==> src/rtl/axis_uart_pkg.sv <==
// Shared constants, FSM state encoding and bit-timing helpers for the AXIS/UART bridge.
package axis_uart_pkg;
  localparam int PARITY_EVEN = 0;
  localparam int PARITY_ODD  = 1;

  typedef enum logic [2:0] {
    ST_IDLE,
    ST_START,
    ST_DATA,
    ST_PARITY,
    ST_STOP
  } uart_state_e;

  function automatic int calc_clks_per_bit(input int clk_hz, input int baud);
    return clk_hz / baud;
  endfunction

  // Widest value ever loaded is CLKS_PER_BIT-1.
  function automatic int calc_cnt_width(input int clk_hz, input int baud);
    return $clog2(clk_hz / baud);
  endfunction
endpackage

==> src/rtl/axis_uart_bit_timer.sv <==
// Loadable down-counter; tick is high while the count rests at zero.
module axis_uart_bit_timer #(
  parameter int W = 5
) (
  input  logic         aclk,
  input  logic         arstn,
  input  logic         load,
  input  logic [W-1:0] load_val,
  output logic         tick
);
  logic [W-1:0] cnt;

  always_ff @(posedge aclk or negedge arstn) begin
    if (!arstn)           cnt <= '0;
    else if (load)        cnt <= load_val;
    else if (cnt != '0)   cnt <= cnt - 1'b1;
  end

  assign tick = (cnt == '0);
endmodule

==> src/rtl/axis_uart.sv <==
// AXI-Stream to UART bridge: independent TX serialiser and RX deserialiser on one clock.
// state     | meaning
// ST_IDLE   | TX: ready for a word, line high / RX: waiting for a falling edge
// ST_START  | start bit (RX: waiting for the mid-bit resample)
// ST_DATA   | data bits, LSB first
// ST_PARITY | optional parity bit
// ST_STOP   | stop bit(s)
module axis_uart
  import axis_uart_pkg::*;
#(
  parameter int baud_clock_speed = 50000000,
  parameter int baud_rate        = 115200,
  parameter int parity_ena       = 0,
  parameter int parity_type      = 0,
  parameter int stop_bits        = 1,
  parameter int data_bits        = 8,
  parameter int rx_delay         = 0
) (
  input  logic                 aclk,
  input  logic                 arstn,
  input  logic [data_bits-1:0] s_axis_tdata,
  input  logic                 s_axis_tvalid,
  output logic                 s_axis_tready,
  output logic [data_bits-1:0] m_axis_tdata,
  output logic                 m_axis_tvalid,
  input  logic                 m_axis_tready,
  output logic                 tx,
  input  logic                 rx
);
  localparam int CLKS_PER_BIT = calc_clks_per_bit(baud_clock_speed, baud_rate);
  localparam int CW           = calc_cnt_width(baud_clock_speed, baud_rate);
  localparam logic [CW-1:0] BIT_LOAD   = CW'(CLKS_PER_BIT - 1);
  localparam logic [CW-1:0] START_LOAD = CW'(CLKS_PER_BIT / 2 + rx_delay - 1);
  localparam logic [3:0] LAST_DATA = 4'(data_bits - 1);
  localparam logic [3:0] LAST_STOP = 4'(stop_bits - 1);
  localparam logic PAR_INV = (parity_type == PARITY_ODD);
  localparam logic HAS_PAR = (parity_ena != 0);

  // ---------------- TX ----------------
  uart_state_e          tx_state, tx_state_d;
  logic [data_bits-1:0] tx_shreg, tx_shreg_d;
  logic [3:0]           tx_bits, tx_bits_d;
  logic                 tx_par, tx_par_d, tx_load, tx_tick, rst_done;

  axis_uart_bit_timer #(.W(CW)) u_tx_timer (
    .aclk(aclk), .arstn(arstn), .load(tx_load), .load_val(BIT_LOAD), .tick(tx_tick)
  );

  always_ff @(posedge aclk or negedge arstn) begin
    if (!arstn) begin
      tx_state <= ST_IDLE;
      tx_shreg <= '0;
      tx_bits  <= '0;
      tx_par   <= 1'b0;
      rst_done <= 1'b0;
    end else begin
      tx_state <= tx_state_d;
      tx_shreg <= tx_shreg_d;
      tx_bits  <= tx_bits_d;
      tx_par   <= tx_par_d;
      rst_done <= 1'b1;
    end
  end

  // rst_done keeps tready low for the first cycle after reset release.
  assign s_axis_tready = (tx_state == ST_IDLE) && rst_done;

  always_comb begin
    tx_state_d = tx_state;
    tx_shreg_d = tx_shreg;
    tx_bits_d  = tx_bits;
    tx_par_d   = tx_par;
    tx_load    = 1'b0;
    tx         = 1'b1;
    case (tx_state)
      ST_IDLE: begin
        if (s_axis_tvalid && s_axis_tready) begin
          tx_state_d = ST_START;
          tx_shreg_d = s_axis_tdata;
          tx_par_d   = (^s_axis_tdata) ^ PAR_INV;
          tx_load    = 1'b1;
        end
      end
      ST_START: begin
        tx = 1'b0;
        if (tx_tick) begin
          tx_state_d = ST_DATA;
          tx_bits_d  = '0;
          tx_load    = 1'b1;
        end
      end
      ST_DATA: begin
        tx = tx_shreg[0];
        if (tx_tick) begin
          tx_load    = 1'b1;
          tx_shreg_d = tx_shreg >> 1;
          tx_bits_d  = tx_bits + 4'd1;
          if (tx_bits == LAST_DATA) begin
            tx_bits_d  = '0;
            tx_state_d = HAS_PAR ? ST_PARITY : ST_STOP;
          end
        end
      end
      ST_PARITY: begin
        tx = tx_par;
        if (tx_tick) begin
          tx_state_d = ST_STOP;
          tx_bits_d  = '0;
          tx_load    = 1'b1;
        end
      end
      ST_STOP: begin
        if (tx_tick) begin
          if (tx_bits == LAST_STOP) begin
            tx_state_d = ST_IDLE;
          end else begin
            tx_bits_d = tx_bits + 4'd1;
            tx_load   = 1'b1;
          end
        end
      end
      default: tx_state_d = ST_IDLE;
    endcase
  end

  // ---------------- RX ----------------
  uart_state_e          rx_state, rx_state_d;
  logic [data_bits-1:0] rx_shreg, rx_shreg_d;
  logic [3:0]           rx_bits, rx_bits_d;
  logic [1:0]           rx_sync;
  logic                 rx_s, rx_prev, rx_load, rx_tick, rx_done, rx_done_d;
  logic [CW-1:0]        rx_load_val;

  assign rx_s = rx_sync[1];

  axis_uart_bit_timer #(.W(CW)) u_rx_timer (
    .aclk(aclk), .arstn(arstn), .load(rx_load), .load_val(rx_load_val), .tick(rx_tick)
  );

  always_ff @(posedge aclk or negedge arstn) begin
    if (!arstn) begin
      rx_sync  <= 2'b11;
      rx_prev  <= 1'b1;
      rx_state <= ST_IDLE;
      rx_shreg <= '0;
      rx_bits  <= '0;
      rx_done  <= 1'b0;
    end else begin
      rx_sync  <= {rx_sync[0], rx};
      rx_prev  <= rx_s;
      rx_state <= rx_state_d;
      rx_shreg <= rx_shreg_d;
      rx_bits  <= rx_bits_d;
      rx_done  <= rx_done_d;
    end
  end

  always_comb begin
    rx_state_d  = rx_state;
    rx_shreg_d  = rx_shreg;
    rx_bits_d   = rx_bits;
    rx_load     = 1'b0;
    rx_load_val = BIT_LOAD;
    rx_done_d   = 1'b0;
    case (rx_state)
      ST_IDLE: begin
        if (rx_prev && !rx_s) begin
          rx_state_d  = ST_START;
          rx_load     = 1'b1;
          rx_load_val = START_LOAD;
        end
      end
      ST_START: begin
        if (rx_tick) begin
          rx_state_d = rx_s ? ST_IDLE : ST_DATA;
          rx_bits_d  = '0;
          rx_load    = !rx_s;
        end
      end
      ST_DATA: begin
        if (rx_tick) begin
          rx_load    = 1'b1;
          rx_shreg_d = {rx_s, rx_shreg[data_bits-1:1]};
          rx_bits_d  = rx_bits + 4'd1;
          if (rx_bits == LAST_DATA) begin
            rx_bits_d  = '0;
            rx_state_d = HAS_PAR ? ST_PARITY : ST_STOP;
          end
        end
      end
      ST_PARITY: begin
        if (rx_tick) begin
          if (((^rx_shreg) ^ PAR_INV) != rx_s) begin
            rx_state_d = ST_IDLE;
          end else begin
            rx_state_d = ST_STOP;
            rx_load    = 1'b1;
          end
        end
      end
      ST_STOP: begin
        if (rx_tick) begin
          if (!rx_s) begin
            rx_state_d = ST_IDLE;
          end else if (rx_bits == LAST_STOP) begin
            rx_state_d = ST_IDLE;
            rx_done_d  = 1'b1;
          end else begin
            rx_bits_d = rx_bits + 4'd1;
            rx_load   = 1'b1;
          end
        end
      end
      default: rx_state_d = ST_IDLE;
    endcase
  end

  // A word arriving while the held one is stalled is dropped.
  always_ff @(posedge aclk or negedge arstn) begin
    if (!arstn) begin
      m_axis_tdata  <= '0;
      m_axis_tvalid <= 1'b0;
    end else if (rx_done && (!m_axis_tvalid || m_axis_tready)) begin
      m_axis_tdata  <= rx_shreg;
      m_axis_tvalid <= 1'b1;
    end else if (m_axis_tready) begin
      m_axis_tvalid <= 1'b0;
    end
  end
endmodule

==> config.mk <==
export PLATFORM = sky130hd
export DESIGN_NAME = axis_uart
export DESIGN_NICKNAME = d
export VERILOG_FILES = /design/src/rtl/axis_uart_pkg.sv /design/src/rtl/axis_uart_bit_timer.sv /design/src/rtl/axis_uart.sv
export SDC_FILE = /design/constraint.sdc
export NUM_CORES = 1
export LEC_CHECK = 0
export CELL_PAD_IN_SITES_DETAIL_PLACEMENT = 0
export CELL_PAD_IN_SITES_GLOBAL_PLACEMENT = 1
export CORE_ASPECT_RATIO = 1.4
export CORE_MARGIN = 5
export CORE_UTILIZATION = 30
export CTS_CLUSTER_SIZE = 28
export DETAILED_ROUTE_END_ITERATION = 10
export PLACE_DENSITY = 0.55
export SLEW_MARGIN = 15
export SYNTH_ARGS = -nofsm -noshare
export SYNTH_HDL_FRONTEND = slang
export SYNTH_HIERARCHICAL = 1
export SYNTH_SLANG_ARGS = --single-unit
==> constraint.sdc <==
create_clock -name aclk -period 3.25 [get_ports aclk]
set_input_delay 0.65 -clock aclk [delete_from_list [all_inputs] [get_ports aclk]]
set_output_delay 0.65 -clock aclk [all_outputs]
set_load 0.03 [all_outputs]
==> results.json, run 1 <==
{
  "run_status": "complete, no violations",
  "ys_async_sr_fraction": 1.00,
  "finalWeightedCongestion": 0.739,
  "detailed_place_hpwl_um": 5250,
  "io_buffer_count": 23,
  "numPlacedInstances": 505,
  "cellLeakagePower_nw": 1.81,
  "synth_enable_flop_cells": 0,
  "vdd_ir_drop_max_v": 0.000300,
  "final_cells": 521,
  "postCtsResizedCells": 0,
  "floorplan.core_area_um2": 11500,
  "critPathSlowestCell": "sky130_fd_sc_hd__or4b_1",
  "pin_count_of_the_biggest_net_entering_global_routing": 64,
  "place_ws_ns": 0.438,
  "wire_length_of_the_first_global_routing_pass_um": 13000,
  "postSynthCellCount": 335,
  "data_arrival_time_of_the_critical_path_ns": 3.02,
  "cp-end-kind": "flop",
  "final_layout_size_suffix_gt1_frac": 0.159,
  "fp.dieH_um": 138,
  "worstPathRequired_ns": 3.46,
  "post_cts_setup_repair_buffer_count": 0,
  "maxSlewViolCount": 0,
  "clk_pin_slew_ns": 0.06,
  "fillerInstances": 1134,
  "grt_antenna_before_repair": 0,
  "std_cell_rows": 46,
  "crit_path_cell_trace": "inv_1 > ha_1 > or4b_1 > or2_4 > inv_1 > o21ai_0 > o21ai_1 > buf_4 > nor3_1 > a221o_1",
  "hold_slack_ns": 0.317,
  "rsz0062_at_grt": "no",
  "postSynthRegisterBits": 63,
  "cts_max_level": 3,
  "post_cts_hold_buffer_count": 0,
  "final.period_utilization": 0.864,
  "synth_top_area_cell": "sky130_fd_sc_hd__dfrtp_1",
  "nets": 391,
  "tritoncts.num_buffers": 9,
  "wl_met3_um": 303,
  "hold_violations": 0,
  "crit_path_category": "flop to flop",
  "areaGrowthSynthToFinish_pct": 21.6,
  "drt_drc_violations_left": 0,
  "drt_initial_violations": 37,
  "worst_skew_pair.late_latency_ns": 0.33,
  "fin_worst_skew_ns": 0.00686,
  "clockRootBuffer": "sky130_fd_sc_hd__clkbuf_16",
  "cts_buffer_depth": 2,
  "crit_fanout": 15,
  "cts_tree": "built",
  "detail-route-antenna-nets": 0,
  "worst_slew_pin_slew_ns": 0.588,
  "critical-path-top-cell-by-count": "sky130_fd_sc_hd__inv_1",
  "report.final.setup_viol": 0,
  "multi_input_logic_area_um2": 1830,
  "global_route.usage.total": 0.115,
  "first_global_vias": 2719,
  "synth_cell_type_count": 64,
  "tritoncts_num_sinks": 63,
  "setup_tns_ns": 0,
  "synth_area_per_inst_um2": 10.5,
  "fmax_mhz": 356,
  "max_stage_delay_ns": 0.59,
  "timing.max_slew.rel_slack": 0.603,
  "synth_area_um2": 3530,
  "ys_seq_area_frac": 0.448,
  "number_of_violations_of_the_max_capacitance_limit": 0,
  "dominantRegCellSynth": "sky130_fd_sc_hd__dfrtp_1",
  "timing.hold.worst.class": "input port to async pin",
  "total_iterations_of_the_first_detailed_routing_run": 4,
  "min_cycle_time_layout_ns": 2.81,
  "yosys_warnings": 6,
  "avgRoutedWirePerCell_um": 14.2,
  "synth.top_cells.by_area": "sky130_fd_sc_hd__dfrtp_1 43%, sky130_fd_sc_hd__mux2_2 5.4%, sky130_fd_sc_hd__xnor2_1 4.2%",
  "floorplan.die.width_um": 102,
  "io-pin-count": 24,
  "via_count": 2550,
  "die-area_um2": 14100,
  "routedLengthMet1_um": 3280,
  "grt_overflow_total": 0,
  "final-seq-area_um2": 1580,
  "worstSetupStartpointType": "flop",
  "initial_core_util": 0.308,
  "wl_met2_um": 3690,
  "insertedDiodeCount": 0,
  "pwr_density_cell_nw_per_um2": 720,
  "wl_um": 7380,
  "viasPerCell": 4.89,
  "route.top_layer_used": "met4",
  "synth_top_area_share": 0.426,
  "setup_ws_ns": 0.441
}
==> cell usage after synthesis, drive strengths merged (4+ instances only) <==
cell type / number
a31oi: 5
buf: 9
o2bb2ai: 4
nor2b: 8
a21oi: 11
nor3: 10
o21ai: 17
nand2b: 5
or2: 4
nand2: 17
o31ai: 8
clkbuf: 7
a311oi: 4
xnor2: 17
ha: 6
mux2i: 9
inv: 20
dfrtp: 60
or4: 4
mux2: 17
nor2: 20
nor4: 4
nand3: 4
nor3b: 8
==> metrics by stage <==
step / utilization / power [mW] / instance area (um^2)
2_1_floorplan: - / 1.83 / 3570
3_3_place_gp: 0.346 / 2.04 / 3960
3_5_place_dp: 0.346 / 2.04 / 3960
4_1_cts: 0.374 / 3.13 / 4290
5_1_grt: 0.374 / 3.29 / 4290
6_report: 0.374 / 3.09 / 4290
==> metal layers <==
layer / GRT usage / vias to the layer above
li1: - / 1278
met1: 0.139 / 1231
met2: 0.192 / 31
met3: 0.0302 / 10
met4: 0.0441 / 0
met5: 0 / -
==> path summary, 6_finish.rpt <==
kind | from | end | slack (ns) | cells past startpoint
min in group aclk | rx_sync[0] | rx_sync[1] | 0.36 | 0
setup / recovery | u_rx_timer/cnt[0] | u_rx_timer/cnt[7] | 0.44 | 10
setup reg to reg | u_rx_timer/cnt[0] | u_rx_timer/cnt[7] | 0.44 | 10
hold reg to reg | rx_sync[0] | rx_sync[1] | 0.36 | 0
max in group asynchronous | arstn | rx_sync[1] | 2.61 | 2
hold / removal | arstn | tx_bits[1] | 0.32 | 2
==> critical path: cells and delay by family, from the launching register on <==
kind                     cells  cell delay [ns]
flip-flops                   1             0.40
AND/OR/NAND/NOR              3             0.98
AO/OA/AOI/OAI                3             0.60
adder cells (fa/ha/maj)      1             0.21
buffers and inverters        3             0.49
==> flip-flops by register name, indices dropped and copies added (netlist names) <==
name / cells
u_rx_timer/cnt: 9
u_tx_timer/cnt: 9
m_axis_tvalid: 1
m_axis_tdata: 8
rx_sync: 2
rx_done: 1
tx_shreg: 8
rx_shreg: 8
tx_bits: 4
tx_state: 3
rx_prev: 1
tx_par: 1
rx_state: 3
rx_bits: 4
rst_done: 1
==> cell families after synthesis <==
family	after synthesis	synth area share
simple gates	106	0.182
compound gates	75	0.157
flops	63	0.448
buf+inv	36	0.0447
mux	26	0.0798
xor+xnor	21	0.0642
fa+ha+maj	6	0.0213
other cells	2	0.00213
==> cells in the final DEF (no fill, tap or decap), types with 4 or more instances in the layout <==
master                             n
sky130_fd_sc_hd__dfrtp_1          60
sky130_fd_sc_hd__clkdlybuf4s50_1  22
sky130_fd_sc_hd__inv_1            20
sky130_fd_sc_hd__nor2_1           20
sky130_fd_sc_hd__nand2_1          17
sky130_fd_sc_hd__xnor2_1          17
sky130_fd_sc_hd__mux2_2           17
sky130_fd_sc_hd__o21ai_0          14
sky130_fd_sc_hd__conb_1           14
sky130_fd_sc_hd__a21oi_1          11
sky130_fd_sc_hd__nor3_1           10
sky130_fd_sc_hd__mux2i_1           9
sky130_fd_sc_hd__clkbuf_16         9
sky130_fd_sc_hd__nor2b_1           8
sky130_fd_sc_hd__o31ai_1           8
sky130_fd_sc_hd__nor3b_1           6
sky130_fd_sc_hd__ha_1              6
sky130_fd_sc_hd__buf_4             6
sky130_fd_sc_hd__nand2b_1          5
sky130_fd_sc_hd__a31oi_1           5
sky130_fd_sc_hd__nand3_1           4
sky130_fd_sc_hd__o2bb2ai_1         4
sky130_fd_sc_hd__or4_1             4
sky130_fd_sc_hd__nor4_1            4
sky130_fd_sc_hd__a311oi_1          4
==> where the power goes <==
| part | switching, mW | leakage (nW) | internal (mW) | total [mW] |
|---|---|---|---|---|
| Sequential | 0.233 | 0.801 | 0.986 | 1.22 |
| Combinational | 0.403 | 0.848 | 0.399 | 0.802 |
| Clock | 0.383 | 0.157 | 0.681 | 1.06 |
| Total | 1.02 | 1.81 | 2.07 | 3.09 |
==> final cells by class <==
type,count,area share
flip-flops and latches,63,0.369
repair buffers,30,0.0677
well taps,144,0.0420
multi-input cells,248,0.428
clock buffers,9,0.0525
clock inverters,7,0.0239
inverters,20,0.0175
(Power assumes the default switching activity.)
==> run 2, diff against run 1 <==
- ABC_AREA: unset -> 0
==> results of run 2 <==
Final layout, timing and power as in run 1 (identical DEF).
==> run 3, diff against run 2 <==
- CTS_BUF_LIST: unset -> sky130_fd_sc_hd__clkbuf_8
- HOLD_SLACK_MARGIN: unset -> 0.12
==> run 3 against run 2 <==
Register-to-register slack about the same. First-iteration DRC count grew 2.7%. Global-route usage hardly changed. Non-clock buffer count did not move. Largest power group unchanged.
==> results.json, run 3 (synthesis gave the netlist of run 1 again) <==
{
  "tritoncts.num_buffers": 9,
  "timing.hold.worst.class": "input port to async pin",
  "number_of_violations_of_the_max_capacitance_limit": 0,
  "tritoncts_num_sinks": 63,
  "power.clock.fraction": 0.282,
  "worst_slew_pin_slew_ns": 0.596,
  "areaGrowthSynthToFinish_pct": 18.7,
  "worst_skew_pair.late_latency_ns": 0.35,
  "floorplan.die.width_um": 102,
  "post_cts_setup_repair_buffer_count": 0,
  "final-seq-area_um2": 1580,
  "clockRootBuffer": "sky130_fd_sc_hd__clkbuf_8",
  "crit_path_category": "flop to flop",
  "final_layout_size_suffix_gt1_frac": 0.159,
  "fillerInstances": 1147,
  "data_arrival_time_of_the_critical_path_ns": 3.05,
  "intPower_mw": 1.82,
  "worstSetupStartpointType": "flop",
  "total_iterations_of_the_first_detailed_routing_run": 4,
  "die-area_um2": 14100,
  "report.final.setup_viol": 0,
  "crit_family": "simple AND/OR/NAND/NOR gates",
  "multi_input_logic_area_um2": 1830,
  "drt_initial_violations": 38,
  "pwr_density_cell_nw_per_um2": 671,
  "critical-path-top-cell-by-count": "sky130_fd_sc_hd__inv_1",
  "worstPathRequired_ns": 3.49,
  "nets": 391,
  "netSwitchingFraction": 0.351,
  "floorplan.core_area_um2": 11500,
  "cts_tree": "built",
  "fin_worst_skew_ns": 0.0124,
  "drt_drc_violations_left": 0,
  "clk_pin_slew_ns": 0.08,
  "grt_overflow_total": 0,
  "avgRoutedWirePerCell_um": 14.1,
  "global_route.usage.total": 0.115,
  "max_stage_delay_ns": 0.59,
  "min_cycle_time_layout_ns": 2.81,
  "maxSlewViolCount": 0,
  "viasPerCell": 4.94,
  "initial_core_util": 0.308,
  "cp-end-kind": "flop",
  "finalWeightedCongestion": 0.739,
  "switching_power_mw": 0.985,
  "pin_count_of_the_biggest_net_entering_global_routing": 64,
  "layout_commonest_cell": "sky130_fd_sc_hd__dfrtp_1",
  "vdd_ir_drop_max_v": 0.000238,
  "detail-route-antenna-nets": 0,
  "run_status": "complete, no violations",
  "hold_violations": 0,
  "wire_length_of_the_first_global_routing_pass_um": 13000,
  "insertedDiodeCount": 0,
  "grt_antenna_before_repair": 0,
  "first_global_vias": 2709,
  "share_seq_of_total_power": 0.433,
  "final_cell_mix": "60 x sky130_fd_sc_hd__dfrtp_1, 22 x sky130_fd_sc_hd__clkdlybuf4s50_1, 20 x sky130_fd_sc_hd__inv_1, 20 x sky130_fd_sc_hd__nor2_1",
  "postCtsResizedCells": 0,
  "wl_um": 7370,
  "fmax_mhz": 356,
  "cts_buffer_depth": 2,
  "io_buffer_count": 23,
  "comb_power_share": 0.285,
  "timing.max_slew.rel_slack": 0.598,
  "detailed_place_hpwl_um": 5250,
  "via_count": 2573,
  "std_cell_rows": 46,
  "post_cts_hold_buffer_count": 0,
  "setup_tns_ns": 0,
  "fp.dieH_um": 138,
  "hold_slack_ns": 0.291,
  "crit_fanout": 8,
  "crit_path_cell_trace": "inv_1 > ha_1 > or4b_1 > or2_4 > inv_1 > buf_4 > and2_1 > mux2_2",
  "top_regs": "u_rx_timer/cnt (9), u_tx_timer/cnt (9)",
  "io-pin-count": 24,
  "rsz0062_at_grt": "no",
  "cellLeakagePower_nw": 1.76,
  "cts_max_level": 3,
  "critPathSlowestCell": "sky130_fd_sc_hd__or4b_1",
  "final.period_utilization": 0.865,
  "timing.critical_path.buf_inv": 3
}
==> run 3: cell counts in the layout (fill, tap and decap cells not counted) <==
Identical to the previous run, type by type.
==> run 3: cell type report <==
class,instances,area share
inverter,20,0.0179
clock buffer,9,0.0296
sequential,63,0.378
clock inverter,7,0.0245
timing repair buffer,30,0.0694
multi-input combinational,248,0.438
tap,144,0.0430
==> run 3: worst paths after layout <==
path                               end  slack, ns              start  depth (start not counted)
setup reg to reg           rx_shreg[5]       0.44  u_rx_timer/cnt[0]                          8
max in group asynchronous   rx_sync[1]       2.63              arstn                          2
hold reg to reg             rx_sync[1]       0.36         rx_sync[0]                          0
setup / recovery           rx_shreg[5]       0.44  u_rx_timer/cnt[0]                          8
hold / removal              tx_bits[1]       0.29              arstn                          2
min in group aclk           rx_sync[1]       0.36         rx_sync[0]                          0
==> run 3: metrics by stage <==
stage                     setup slack (ns)  power (mW)   util  cells  area (um^2)
after floorplan                      0.305        1.83      -    347         3570
after global placement               0.528        2.04  0.346    505         3960
after detailed placement             0.438        2.04  0.346    505         3960
after CTS                            0.409        2.86  0.365    521         4190
after global routing                 0.147        3.02  0.365    521         4190
final                                0.437        2.81  0.365    521         4190
==> run 3: metal layers <==
metal | global-route usage | vias up | part of all wire
met1 | 0.140 | 1247 | 0.44
met2 | 0.191 | 34 | 0.50
met5 | 0 | - | 0
met3 | 0.0302 | 14 | 0.042
li1 | - | 1278 | -
met4 | 0.0462 | 0 | 0.019
==> run 3: power groups by stage <==
stage          logic [mW]  registers (mW)  clock network, mW
3_5_place_dp        0.815            1.23                  0
4_1_cts             0.818            1.22              0.825
6_report            0.801            1.22              0.792
3_3_place_gp        0.807            1.23                  0
5_1_grt             0.916            1.25              0.854
2_1_floorplan       0.697            1.13                  0
==> run 3: worst register-to-register path: stages (launching register included) <==
cell	delay, ns
sky130_fd_sc_hd__dfrtp_1	0.41
sky130_fd_sc_hd__inv_1	0.09
sky130_fd_sc_hd__ha_1	0.21
sky130_fd_sc_hd__or4b_1	0.59
sky130_fd_sc_hd__or2_4	0.32
sky130_fd_sc_hd__inv_1	0.17
sky130_fd_sc_hd__buf_4	0.19
sky130_fd_sc_hd__and2_1	0.36
sky130_fd_sc_hd__mux2_2	0.38
